$ cat config.mk
export PLATFORM = sky130hd
export DESIGN_NAME = register_universal_nbits
export DESIGN_NICKNAME = d
export VERILOG_FILES = /design/src/rtl/register_universal_pkg.sv /design/src/rtl/register_universal_cell.sv /design/src/rtl/register_universal_nbits.sv
export SDC_FILE = /design/constraint.sdc
export NUM_CORES = 1
export LEC_CHECK = 0
export ABC_AREA = 1
export CORE_AREA = 2 2 39 41
export DETAILED_ROUTE_END_ITERATION = 7
export DIE_AREA = 0 0 41 43
export GPL_TIMING_DRIVEN = 0
export PLACE_DENSITY = 0.79
export SYNTH_ARGS = -nofsm -noshare
export SYNTH_HDL_FRONTEND = slang
export SYNTH_SLANG_ARGS = --single-unit
$ cat constraint.sdc
create_clock -name clk -period 1.7 [get_ports clk]
set_input_delay 0.34 -clock clk [delete_from_list [all_inputs] [get_ports clk]]
set_output_delay 0.34 -clock clk [all_outputs]
set_load 0.01 [all_outputs]
$ cat src/rtl/register_universal_pkg.sv
// rtl/register_universal_pkg.sv - mode encodings shared by the universal register and its bit cell
package register_universal_pkg;

  typedef logic [1:0] modo_t;

  localparam modo_t MODO_RETENER = 2'b00;
  localparam modo_t MODO_DER     = 2'b01;
  localparam modo_t MODO_IZQ     = 2'b10;
  localparam modo_t MODO_CARGA   = 2'b11;

  // True for the two modes that move data and advance the shift counter.
  function automatic logic es_desplazamiento(input modo_t m);
    return (m == MODO_DER) || (m == MODO_IZQ);
  endfunction

endpackage

$ cat src/rtl/register_universal_cell.sv
// rtl/register_universal_cell.sv - one bit of the universal register: DFF behind a 4:1 mode mux
module register_universal_cell
  import register_universal_pkg::*;
(
  input  logic  clk,
  input  logic  reset_sync,
  input  logic  habilitar,
  input  modo_t modo,
  input  logic  d_izq,
  input  logic  d_der,
  input  logic  d_carga,
  output logic  q
);

  logic q_q;
  logic q_d;

  // d_izq is the left (higher) neighbour, taken on shift right; d_der the reverse.
  always_comb begin
    q_d = q_q;
    if (habilitar) begin
      case (modo)
        MODO_DER:   q_d = d_izq;
        MODO_IZQ:   q_d = d_der;
        MODO_CARGA: q_d = d_carga;
        default:    q_d = q_q;
      endcase
    end
  end

  always_ff @(posedge clk) begin
    if (reset_sync) begin
      q_q <= 1'b0;
    end else begin
      q_q <= q_d;
    end
  end

  assign q = q_q;

endmodule

$ cat src/rtl/register_universal_nbits.sv
// rtl/register_universal_nbits.sv - W-bit universal shift/load register; REGISTER_UNIVERSAL_ROTATE_EN adds rotar
module register_universal_nbits
  import register_universal_pkg::*;
#(
  parameter int W  = 4,
  parameter int CW = $clog2(W + 1)
) (
  input  logic          clk,
  input  logic          reset_sync,
  input  logic          habilitar,
  input  logic [1:0]    modo,
  input  logic [W-1:0]  In,
  input  logic          serial_izq,
  input  logic          serial_der,
`ifdef REGISTER_UNIVERSAL_ROTATE_EN
  input  logic          rotar,
`endif
  output logic [W-1:0]  An,
  output logic          sal_der,
  output logic          sal_izq,
  output logic [CW-1:0] cuenta,
  output logic          vacio
);

  localparam logic [CW-1:0] CUENTA_MAX = CW'(W);

  logic [W-1:0]  an_w;
  logic          entra_izq;
  logic          entra_der;
  logic [CW-1:0] cuenta_q, cuenta_d;
  logic          vacio_q, vacio_d;

`ifdef REGISTER_UNIVERSAL_ROTATE_EN
  // Rotation closes the ring: the bit leaving one end re-enters at the other.
  assign entra_izq = rotar ? an_w[0]   : serial_izq;
  assign entra_der = rotar ? an_w[W-1] : serial_der;
`else
  assign entra_izq = serial_izq;
  assign entra_der = serial_der;
`endif

  for (genvar i = 0; i < W; i++) begin : g_bit
    logic d_izq_w;
    logic d_der_w;

    if (i == W - 1) begin : g_msb
      assign d_izq_w = entra_izq;
    end else begin : g_mid_izq
      assign d_izq_w = an_w[i+1];
    end

    if (i == 0) begin : g_lsb
      assign d_der_w = entra_der;
    end else begin : g_mid_der
      assign d_der_w = an_w[i-1];
    end

    register_universal_cell u_cell (
      .clk        (clk),
      .reset_sync (reset_sync),
      .habilitar  (habilitar),
      .modo       (modo_t'(modo)),
      .d_izq      (d_izq_w),
      .d_der      (d_der_w),
      .d_carga    (In[i]),
      .q          (an_w[i])
    );
  end

  // vacio is derived from cuenta_d so both registers always agree after each edge.
  always_comb begin
    cuenta_d = cuenta_q;
    if (habilitar) begin
      if (modo_t'(modo) == MODO_CARGA) begin
        cuenta_d = '0;
      end else if (es_desplazamiento(modo_t'(modo)) && (cuenta_q != CUENTA_MAX)) begin
        cuenta_d = cuenta_q + CW'(1);
      end
    end
    vacio_d = (cuenta_d == CUENTA_MAX);
  end

  always_ff @(posedge clk) begin
    if (reset_sync) begin
      cuenta_q <= '0;
      vacio_q  <= 1'b0;
    end else begin
      cuenta_q <= cuenta_d;
      vacio_q  <= vacio_d;
    end
  end

  assign An      = an_w;
  assign sal_der = an_w[0];
  assign sal_izq = an_w[W-1];
  assign cuenta  = cuenta_q;
  assign vacio   = vacio_q;

endmodule

==> out/summary.txt, run 1 <==
Initial core utilization: 36.4%
Drt drc: 0
Fin. Hold Viols: 0
Class of the worst hold path: reg2reg
Area share of the largest cell type after synthesis: 31.8%
Max_cap viols: 0
Initial drt markers: 3
Core area: 1380 sq um
Crit. End Element: output pin
Clock latency on the worst-skew pair: 0.26 ns
Via count: 512
CTS Buf Count: 3
Post-synthesis sequential area ratio: 31.8%
Final setup fails: 0
Fin crit share: 94.5%
Largest net degree at the start of global routing: 9
Seq pwr share: 42.1%
Final core utilization: 54.0%
Synth Net Count: 86
TritonRoute pass-1 iters: 4
RR Startpoint: cuenta[0]$_SDFF_PP0_
WP data required: 1.36 ns
Cells after Synth: 70
Clk sink count: 8
Worst-Margin Slew: 0.245 ns
Combinational group share of total power: 27.6%
Grt total ovfl: 0
VDD IR max: 324 uV
CTS resizes: 0
All-Layer GR Usage: 16.7%
Worst R2R Path Depth: 8
Number of setup buffers added after CTS: 0
Die area: 1760 sq um
Pint: 0.358 mW
Crit path max fanout: 4
Synth top cells by count: nand2_1 (21), inv_1 (9), dfxtp_1 (8)
Pre-CTS setup slack: -0.0867 ns
Most frequent cell after synthesis: nand2_1
R2r endpoint: vacio$_SDFF_PP0_
H-tree depth: 1
HPWL after DPL: 897 um
Max frequency: 623 MHz
Die Y-Extent: 43 um
Io pins: 21
First-pass GRT wire length: 1890 um
Fillcell total: 148
Post-Syn Area: 504 sq um
Slew HR: 83.6%
Nets: 111
P&R area growth vs syn: 48.1%
Die width: 41 um
Primary FF master, synth: dfxtp_1
Clk root buf: clkbuf_4
Final WS setup: 0.0939 ns
Cts hold-fix bufs: 0
Crit path arrival time: 1.27 ns
Yosys warns: 0
WS Path Type: reg2out
Share of layout cells above drive strength 1: 9.68%
Placed Instance Area: 724 sq um
Clk pin slew, worst setup/hold paths: 0.06 ns
Clock power share: 30.3%
Asr flop ratio synth: 0%
Design area: 747 sq um
Minimum clock period: 1.61 ns
I/O Buffers: 20
R2R Setup Slk: 0.41 ns
Vias in the first global route: 460
Leak pwr: 0.340 nW
Top post-synthesis cells by area: dfxtp_1 (32%), nand2_1 (16%), ha_1 (12%)
Wirelength per Cell: 10.2 um
CTS tree: done
Critical Path Source Type: flop
Switching share of power: 28.3%
Total wire length: 1120 um
Critical Path Start: g_bit[2].u_cell.q$_SDFFE_PP0P_
Routability cong.: 0.677
Yosys top cell by area: dfxtp_1
Worst-path cell chain: buf_4 -> clkdlybuf4s50_1
Crit path to: An[2]
Initial antenna violation count: 0
Slowest stage cell, crit path: clkdlybuf4s50_1
# diodes: 0
Synth unique cells: 13
P_sw: 0.141 mW
Final TNS setup: 0 ns
Clock Skews: 0.000272 ns
Post-synth EDFFs: 0
Max-slew violation count: 0
PwrDens: 668 nW/um^2
Total power draw: 0.499 mW
Clk buf depth: 2
Crit path largest cell delay: 0.52 ns
Hold Crit Start: g_bit[3].u_cell.q$_SDFFE_PP0P_
Status: completed
#FFs+latches synth: 8
Avg Synthesized Cell Area: 7.20 sq um
RSZ-0062 raised after global routing: false
Num rows: 14
Antenna Violating Nets Remaining: 0
Vias per Instance: 4.70
==> registers in the layout, summed over array words and instances, names as in the netlist <==
signal          count
cuenta              3
g_bit.u_cell.q      4
vacio               1
==> power groups by stage <==
| stage | registers, mW | logic (mW) | clock network, mW |
|---|---|---|---|
| floorplan | 0.216 | 0.0676 | 0 |
| global placement | 0.214 | 0.134 | 0 |
| detailed placement | 0.214 | 0.139 | 0 |
| CTS | 0.210 | 0.140 | 0.162 |
| global route | 0.212 | 0.155 | 0.166 |
| finish | 0.210 | 0.138 | 0.151 |
==> critical path: cells and delay by family, from the launching register on <==
family   cells  cell delay, ns
buf+inv      2            0.64
flops        1            0.37
==> how the worst min path moves through the flow <==
stage	cells past startpoint	slack, ns	to
detailed placement	2	0.52	g_bit[2].u_cell.q$_SDFFE_PP0P_
finish	2	0.53	g_bit[2].u_cell.q$_SDFFE_PP0P_
global route	2	0.57	g_bit[3].u_cell.q$_SDFFE_PP0P_
CTS	2	0.54	g_bit[2].u_cell.q$_SDFFE_PP0P_
global placement	2	0.51	g_bit[2].u_cell.q$_SDFFE_PP0P_
floorplan	1	0.42	cuenta[1]$_SDFF_PP0_
==> per-stage QoR <==
step	instances	hold WS [ns]
4_1_cts	109	0.537
3_3_place_gp	106	0.515
5_1_grt	109	0.573
6_report	109	0.533
3_5_place_dp	106	0.525
2_1_floorplan	70	0.418
==> final cells by class <==
cell class	count	area (sq um)	area share [%]
repair buffers	20	200	26.8
flip-flops and latches	8	160	21.4
multi-input cells	48	277	37.0
clock buffers	3	22.5	3.02
plain buffers	4	30.0	4.02
inverters	10	37.5	5.03
well taps	16	20.0	2.68
==> metal layers <==
metal	vias up	global-route usage, %	share of wire, %
li1	271	-	-
met1	220	18.8	41
met2	17	24.4	48
met3	4	4.71	7.7
met4	0	14.0	3.4
met5	-	0	0
==> layout by cell type (no fill, tap or decap) <==
master / count
clkdlybuf4s50_1: 20
buf_4: 4
dfxtp_1: 8
o21ai_1: 4
clkbuf_4: 3
nand3_1: 2
nand2_1: 21
ha_1: 5
inv_1: 9
inv_2: 1
a41oi_1: 4
nand4_1: 3
nor2_8: 1
nor2_1: 7
nor3_1: 1
==> kinds of logic after synthesis <==
group / after synthesis / share of synthesized area, %
compound gates: 8 / 10.9
fa+ha+maj: 5 / 12.4
buf+inv: 14 / 13.4
flops: 8 / 31.8
simple gates: 35 / 31.5
(Power assumes the default switching activity.)
==> run 2: changes to the inputs <==
--- a/config.mk
+++ b/config.mk
@@ -6,11 +6,14 @@
 export NUM_CORES = 1
 export LEC_CHECK = 0
 export ABC_AREA = 1
-export CORE_AREA = 2 2 39 41
+export CELL_PAD_IN_SITES_DETAIL_PLACEMENT = 1
+export CELL_PAD_IN_SITES_GLOBAL_PLACEMENT = 1
+export CORE_MARGIN = 2
+export CORE_UTILIZATION = 29
+export CTS_CLUSTER_SIZE = 20
 export DETAILED_ROUTE_END_ITERATION = 7
-export DIE_AREA = 0 0 41 43
 export GPL_TIMING_DRIVEN = 0
-export PLACE_DENSITY = 0.79
+export PLACE_DENSITY = 0.86
 export SYNTH_ARGS = -nofsm -noshare
 export SYNTH_HDL_FRONTEND = slang
 export SYNTH_SLANG_ARGS = --single-unit
==> out/summary.txt, run 2 (synthesis results as in run 1) <==
WP data required: 1.36 ns (about the same)
Crit path max-delay family: buffers and inverters (unchanged)
Via count: 534 (was 512)
WP buf/inv: 2 (unchanged)
Final Non-Filler Cells: 110 (was 109)
Critical Path Source Type: flop (unchanged)
Routability cong.: 0.800 (was 0.677)
Largest net degree at the start of global routing: 9 (unchanged)
Cell count after placement: 107 (was 106)
M1 GR Usage: 15.1% (was 18.8%)
I/O Buffers: 20 (unchanged)
Max-slew violation count: 0 (unchanged)
Drt drc: 0 (unchanged)
Die width: 45.7 um (was 41 um)
CTS tree: done (unchanged)
Most frequent cells in the layout: nand2_1 (21), clkdlybuf4s50_1 (20), inv_1 (9) (unchanged)
GRT met3 Usage: 4.37% (was 4.71%)
Clk sink count: 8 (unchanged)
Antenna Violating Nets Remaining: 0 (unchanged)
Leak pwr: 0.340 nW (unchanged)
# diodes: 0 (unchanged)
Pre-CTS setup slack: -0.103 ns (was -0.0867 ns)
RR Startpoint: cuenta[0]$_SDFF_PP0_ (unchanged)
Final WS setup: 0.0921 ns (was 0.0939 ns)
Io pins: 21 (unchanged)
Clk pin slew, worst setup/hold paths: 0.06 ns (about the same)
Nets: 111 (unchanged)
H-tree depth: 1 (unchanged)
Combinational group share of total power: 27.5% (was 27.6%)
Hold Path End: g_bit[2].u_cell.q$_SDFFE_PP0P_ (unchanged)
First-pass GRT wire length: 2040 um (was 1890 um)
Met2 GRT Util: 23.7% (was 24.4%)
Total wire length: 1300 um (was 1120 um)
Slew HR: 82.6% (was 83.6%)
Register area: 160 sq um (unchanged)
Max_cap viols: 0 (unchanged)
Seq pwr share: 41.8% (was 42.1%)
Placed Instance Area: 726 sq um (was 724 sq um)
Clock Skews: 0.00552 ns (was 0.000272 ns)
Fin. Hold Viols: 0 (unchanged)
Core area: 1690 sq um (was 1380 sq um)
TritonRoute pass-1 iters: 2 (was 4)
Fillcell total: 221 (was 148)
P_sw: 0.146 mW (was 0.141 mW)
Hold WS: 0.543 ns (was 0.533 ns)
Crit path largest cell delay: 0.52 ns (about the same)
Class of the worst hold path: reg2reg (unchanged)
Vias in the first global route: 518 (was 460)
PwrDens: 673 nW/um^2 (was 668 nW/um^2)
Final core utilization: 44.3% (was 54.0%)
Worst-Margin Slew: 0.260 ns (was 0.245 ns)
Crit. End Element: output pin (unchanged)
Minimum clock period: 1.61 ns (about the same)
Clk root buf: clkbuf_4 (unchanged)
CTS resizes: 0 (unchanged)
Wirelength per Cell: 11.8 um (was 10.2 um)
Hold Crit Start: g_bit[3].u_cell.q$_SDFFE_PP0P_ (unchanged)
CTS Buf Count: 3 (unchanged)
Crit path arrival time: 1.27 ns (about the same)
Number of setup buffers added after CTS: 0 (unchanged)
RSZ-0062 raised after global routing: false (unchanged)
Clock latency on the worst-skew pair: 0.26 ns (about the same)
Num rows: 15 (was 14)
Die Y-Extent: 45.7 um (was 43 um)
Crit path max fanout: 4 (unchanged)
Grt total ovfl: 0 (unchanged)
Initial drt markers: 1 (was 3)
R2r endpoint: vacio$_SDFF_PP0_ (unchanged)
Max FFs per register: 4 (unchanged)
Fin crit share: 94.6% (was 94.5%)
Max frequency: 622 MHz (was 623 MHz)
Clk buf depth: 2 (unchanged)
Status: completed (unchanged)
Switching share of power: 29.0% (was 28.3%)
VDD IR max: 304 uV (was 324 uV)
Clock power share: 30.6% (was 30.3%)
Cts hold-fix bufs: 0 (unchanged)
All-Layer GR Usage: 13.8% (was 16.7%)
Vias per Instance: 4.85 (was 4.70)
HPWL after DPL: 1030 um (was 897 um)
Final setup fails: 0 (unchanged)
WS Path Type: reg2out (unchanged)
Commonest non-fill, non-tap cell in the layout: nand2_1 (unchanged)
Initial antenna violation count: 0 (unchanged)
Share of layout cells above drive strength 1: 9.68% (unchanged)
Initial core utilization: 29.9% (was 36.4%)
Worst-path cell chain: buf_4 -> clkdlybuf4s50_1 (unchanged)
Worst Hold Depth: 2 (unchanged)
Design area: 748 sq um (was 747 sq um)
Area of the multi-input gates: 277 sq um (unchanged)
Die area: 2090 sq um (was 1760 sq um)
Worst R2R Path Depth: 8 (unchanged)
Slowest stage cell, crit path: clkdlybuf4s50_1 (unchanged)
GRT busiest layer: met2 (unchanged)
R2R Setup Slk: 0.38 ns (was 0.41 ns)
P&R area growth vs syn: 48.4% (was 48.1%)
Pint: 0.358 mW (about the same)
run 2: cell counts in the layout (fill, tap and decap cells not counted):
Identical to the previous run, type by type.
run 2: per-layer routing:
metal	wire, um	up-vias
met5	0	-
met4	6	0
met3	72	2
met2	625	14
met1	589	246
li1	-	272
run 2: final cells by class:
cell class / count / share of cell area, %
multi-input cells: 48 / 37.0
clock buffers: 3 / 3.01
well taps: 17 / 2.84
plain buffers: 4 / 4.01
flip-flops and latches: 8 / 21.4
inverters: 10 / 5.02
repair buffers: 20 / 26.8
run 2: worst max-delay path by stage:
stage / from / end / slack, ns / cells after the start
2_1_floorplan: cuenta[0]$_SDFF_PP0_ / vacio$_SDFF_PP0_ / 0.50 / 8
3_3_place_gp: modo[0] / vacio$_SDFF_PP0_ / -0.06 / 8
3_5_place_dp: modo[0] / vacio$_SDFF_PP0_ / -0.10 / 8
4_1_cts: g_bit[3].u_cell.q$_SDFFE_PP0P_ / An[3] / 0.08 / 2
5_1_grt: g_bit[3].u_cell.q$_SDFFE_PP0P_ / An[3] / 0.03 / 2
6_report: g_bit[3].u_cell.q$_SDFFE_PP0P_ / An[3] / 0.09 / 2
run 2: worst min-delay path: cells and delay by family, from the launching register on:
kind	cells	cell delay, ns
flops	1	0.34
compound gates	1	0.09
simple gates	1	0.07
run 2: power groups by stage:
stage | combinational, mW | clock [mW] | sequential [mW]
finish | 0.139 | 0.154 | 0.211
global route | 0.153 | 0.169 | 0.213
CTS | 0.141 | 0.160 | 0.211
detailed placement | 0.140 | 0 | 0.215
global placement | 0.136 | 0 | 0.214
floorplan | 0.0676 | 0 | 0.216
run 2: stage by stage:
step / power (mW) / TNS (ns)
after CTS: 0.512 / 0
after detailed placement: 0.355 / -0.380
after global placement: 0.350 / -0.0627
final: 0.504 / 0
after global routing: 0.535 / 0
after floorplan: 0.284 / 0
==> run 3: changes to the inputs <==
--- a/config.mk
+++ b/config.mk
@@ -12,8 +12,9 @@
 export CORE_UTILIZATION = 29
 export CTS_CLUSTER_SIZE = 20
 export DETAILED_ROUTE_END_ITERATION = 7
-export GPL_TIMING_DRIVEN = 0
+export GPL_TIMING_DRIVEN = 1
 export PLACE_DENSITY = 0.86
+export RECOVER_POWER = 100
 export SYNTH_ARGS = -nofsm -noshare
 export SYNTH_HDL_FRONTEND = slang
 export SYNTH_SLANG_ARGS = --single-unit
==> out/summary.txt, run 3 (synthesis results as in run 1) <==
Status: completed (unchanged)
First-pass GRT wire length: 2000 um (was 2040 um)
CTS tree: done (unchanged)
Max_cap viols: 0 (unchanged)
Worst Hold Depth: 2 (unchanged)
Fin crit share: 94.1% (was 94.6%)
Levels on crit path: 1 (was 2)
Drt drc: 0 (unchanged)
Initial drt markers: 11 (was 1)
Core area: 1690 sq um (unchanged)
Clk root buf: clkbuf_4 (unchanged)
Antenna Violating Nets Remaining: 0 (unchanged)
Most frequent cells in the layout: nand2_1 (21), clkdlybuf4s50_1 (10), dlygate4sd3_1 (10) (was nand2_1 (21), clkdlybuf4s50_1 (20), inv_1 (9))
Die area: 2090 sq um (unchanged)
Num rows: 15 (unchanged)
Clk pin slew, worst setup/hold paths: 0.06 ns (about the same)
WP buf/inv: 1 (was 2)
R2r endpoint: vacio$_SDFF_PP0_ (unchanged)
Hold Crit Start: g_bit[3].u_cell.q$_SDFFE_PP0P_ (unchanged)
Clock latency on the worst-skew pair: 0.26 ns (about the same)
CTS Buf Count: 3 (unchanged)
Wirelength per Cell: 11.2 um (was 11.8 um)
Total wire length: 1210 um (was 1300 um)
WS Path Type: reg2out (unchanged)
Crit. End Element: output pin (unchanged)
TritonRoute pass-1 iters: 2 (unchanged)
Crit path arrival time: 1.26 ns (was 1.27 ns)
Final setup fails: 0 (unchanged)
Max-slew violation count: 0 (unchanged)
GRT busiest layer: met2 (unchanged)
Routability cong.: 0.820 (was 0.800)
M1 GR Usage: 15.2% (was 15.1%)
Final TNS setup: 0 ns (unchanged)
Worst-Margin Slew: 0.299 ns (was 0.260 ns)
CTS resizes: 0 (unchanged)
P&R area growth vs syn: 45.4% (was 48.4%)
Total power draw: 0.484 mW (was 0.504 mW)
Initial core utilization: 29.9% (unchanged)
Clk sink count: 8 (unchanged)
Max frequency: 625 MHz (was 622 MHz)
Worst-path cell chain: dlygate4sd3_1 (was buf_4 -> clkdlybuf4s50_1)
GRT met3 Usage: 8.33% (was 4.37%)
Pre-CTS setup slack: -0.0552 ns (was -0.103 ns)
Vias in the first global route: 507 (was 518)
PwrDens: 660 nW/um^2 (was 673 nW/um^2)
All-Layer GR Usage: 13.6% (was 13.8%)
Clock Skews: 0.000309 ns (was 0.00552 ns)
# diodes: 0 (unchanged)
H-tree depth: 1 (unchanged)
Worst R2R Path Depth: 8 (unchanged)
Final WS setup: 0.100 ns (was 0.0921 ns)
Clk buf depth: 2 (unchanged)
R2R Setup Slk: 0.41 ns (was 0.38 ns)
Largest net degree at the start of global routing: 9 (unchanged)
Commonest non-fill, non-tap cell in the layout: nand2_1 (unchanged)
Grt total ovfl: 0 (unchanged)
Crit path max fanout: 4 (unchanged)
Hold WS: 0.532 ns (was 0.543 ns)
Crit path max-delay family: buffers and inverters (unchanged)
Critical Path Source Type: flop (unchanged)
Class of the worst hold path: reg2reg (unchanged)
Io pins: 21 (unchanged)
HPWL after DPL: 971 um (was 1030 um)
Minimum clock period: 1.60 ns (was 1.61 ns)
Slew HR: 80.0% (was 82.6%)
Fin. Hold Viols: 0 (unchanged)
Crit path largest cell delay: 0.62 ns (was 0.52 ns)
RR Startpoint: cuenta[0]$_SDFF_PP0_ (unchanged)
Cts hold-fix bufs: 0 (unchanged)
Number of setup buffers added after CTS: 0 (unchanged)
Share of layout cells above drive strength 1: 7.69% (was 9.68%)
Die Y-Extent: 45.7 um (unchanged)
I/O Buffers: 20 (unchanged)
Final core utilization: 43.4% (was 44.3%)
Hold Path End: g_bit[2].u_cell.q$_SDFFE_PP0P_ (unchanged)
Max FFs per register: 4 (unchanged)
Met2 GRT Util: 22.3% (was 23.7%)
Via count: 518 (was 534)
VDD IR max: 457 uV (was 304 uV)
RSZ-0062 raised after global routing: false (unchanged)
Leak pwr: 0.357 nW (was 0.340 nW)
Initial antenna violation count: 0 (unchanged)
Die width: 45.7 um (unchanged)
WP data required: 1.36 ns (about the same)
Slowest stage cell, crit path: dlygate4sd3_1 (was clkdlybuf4s50_1)
Vias per Instance: 4.80 (was 4.85)
Nets: 109 (was 111)
[run 3: cell types whose count changed in the layout (fill, tap and decap cells not counted)]
cell / delta
buf_4: -2
clkdlybuf4s50_1: -10
dlygate4sd3_1: +10
[run 3: worst max-delay path by stage]
stage / from / to / slack, ns
5_1_grt: cuenta[0]$_SDFF_PP0_ / cuenta[0] / 0.05
4_1_cts: cuenta[0]$_SDFF_PP0_ / cuenta[0] / 0.15
2_1_floorplan: cuenta[0]$_SDFF_PP0_ / vacio$_SDFF_PP0_ / 0.50
6_report: g_bit[2].u_cell.q$_SDFFE_PP0P_ / An[2] / 0.10
3_3_place_gp: modo[1] / cuenta[1]$_SDFF_PP0_ / -0.02
3_5_place_dp: modo[1] / vacio$_SDFF_PP0_ / -0.06
[run 3: per-layer routing]
metal	vias to the layer above	share of wire, %
met5	-	0
met3	0	7.2
li1	266	-
met4	0	0
met2	18	48
met1	234	45
[run 3: stage by stage]
stage | cell area, sq um | instances
global route | 733 | 108
floorplan | 504 | 70
global placement | 711 | 105
detailed placement | 711 | 105
CTS | 733 | 108
finish | 733 | 108
[run 3: cell type report]
class	instances	area (sq um)
fill	219	956
sequential	8	160
clock buffer	3	22.5
inverter	10	37.5
timing repair buffer	22	215
tap	17	21.3
multi-input combinational	48	277
[run 3: power by group]
part,switching [mW],internal [mW]
combinational,0.0598,0.0655
sequential,0.0112,0.200
clock,0.0670,0.0809
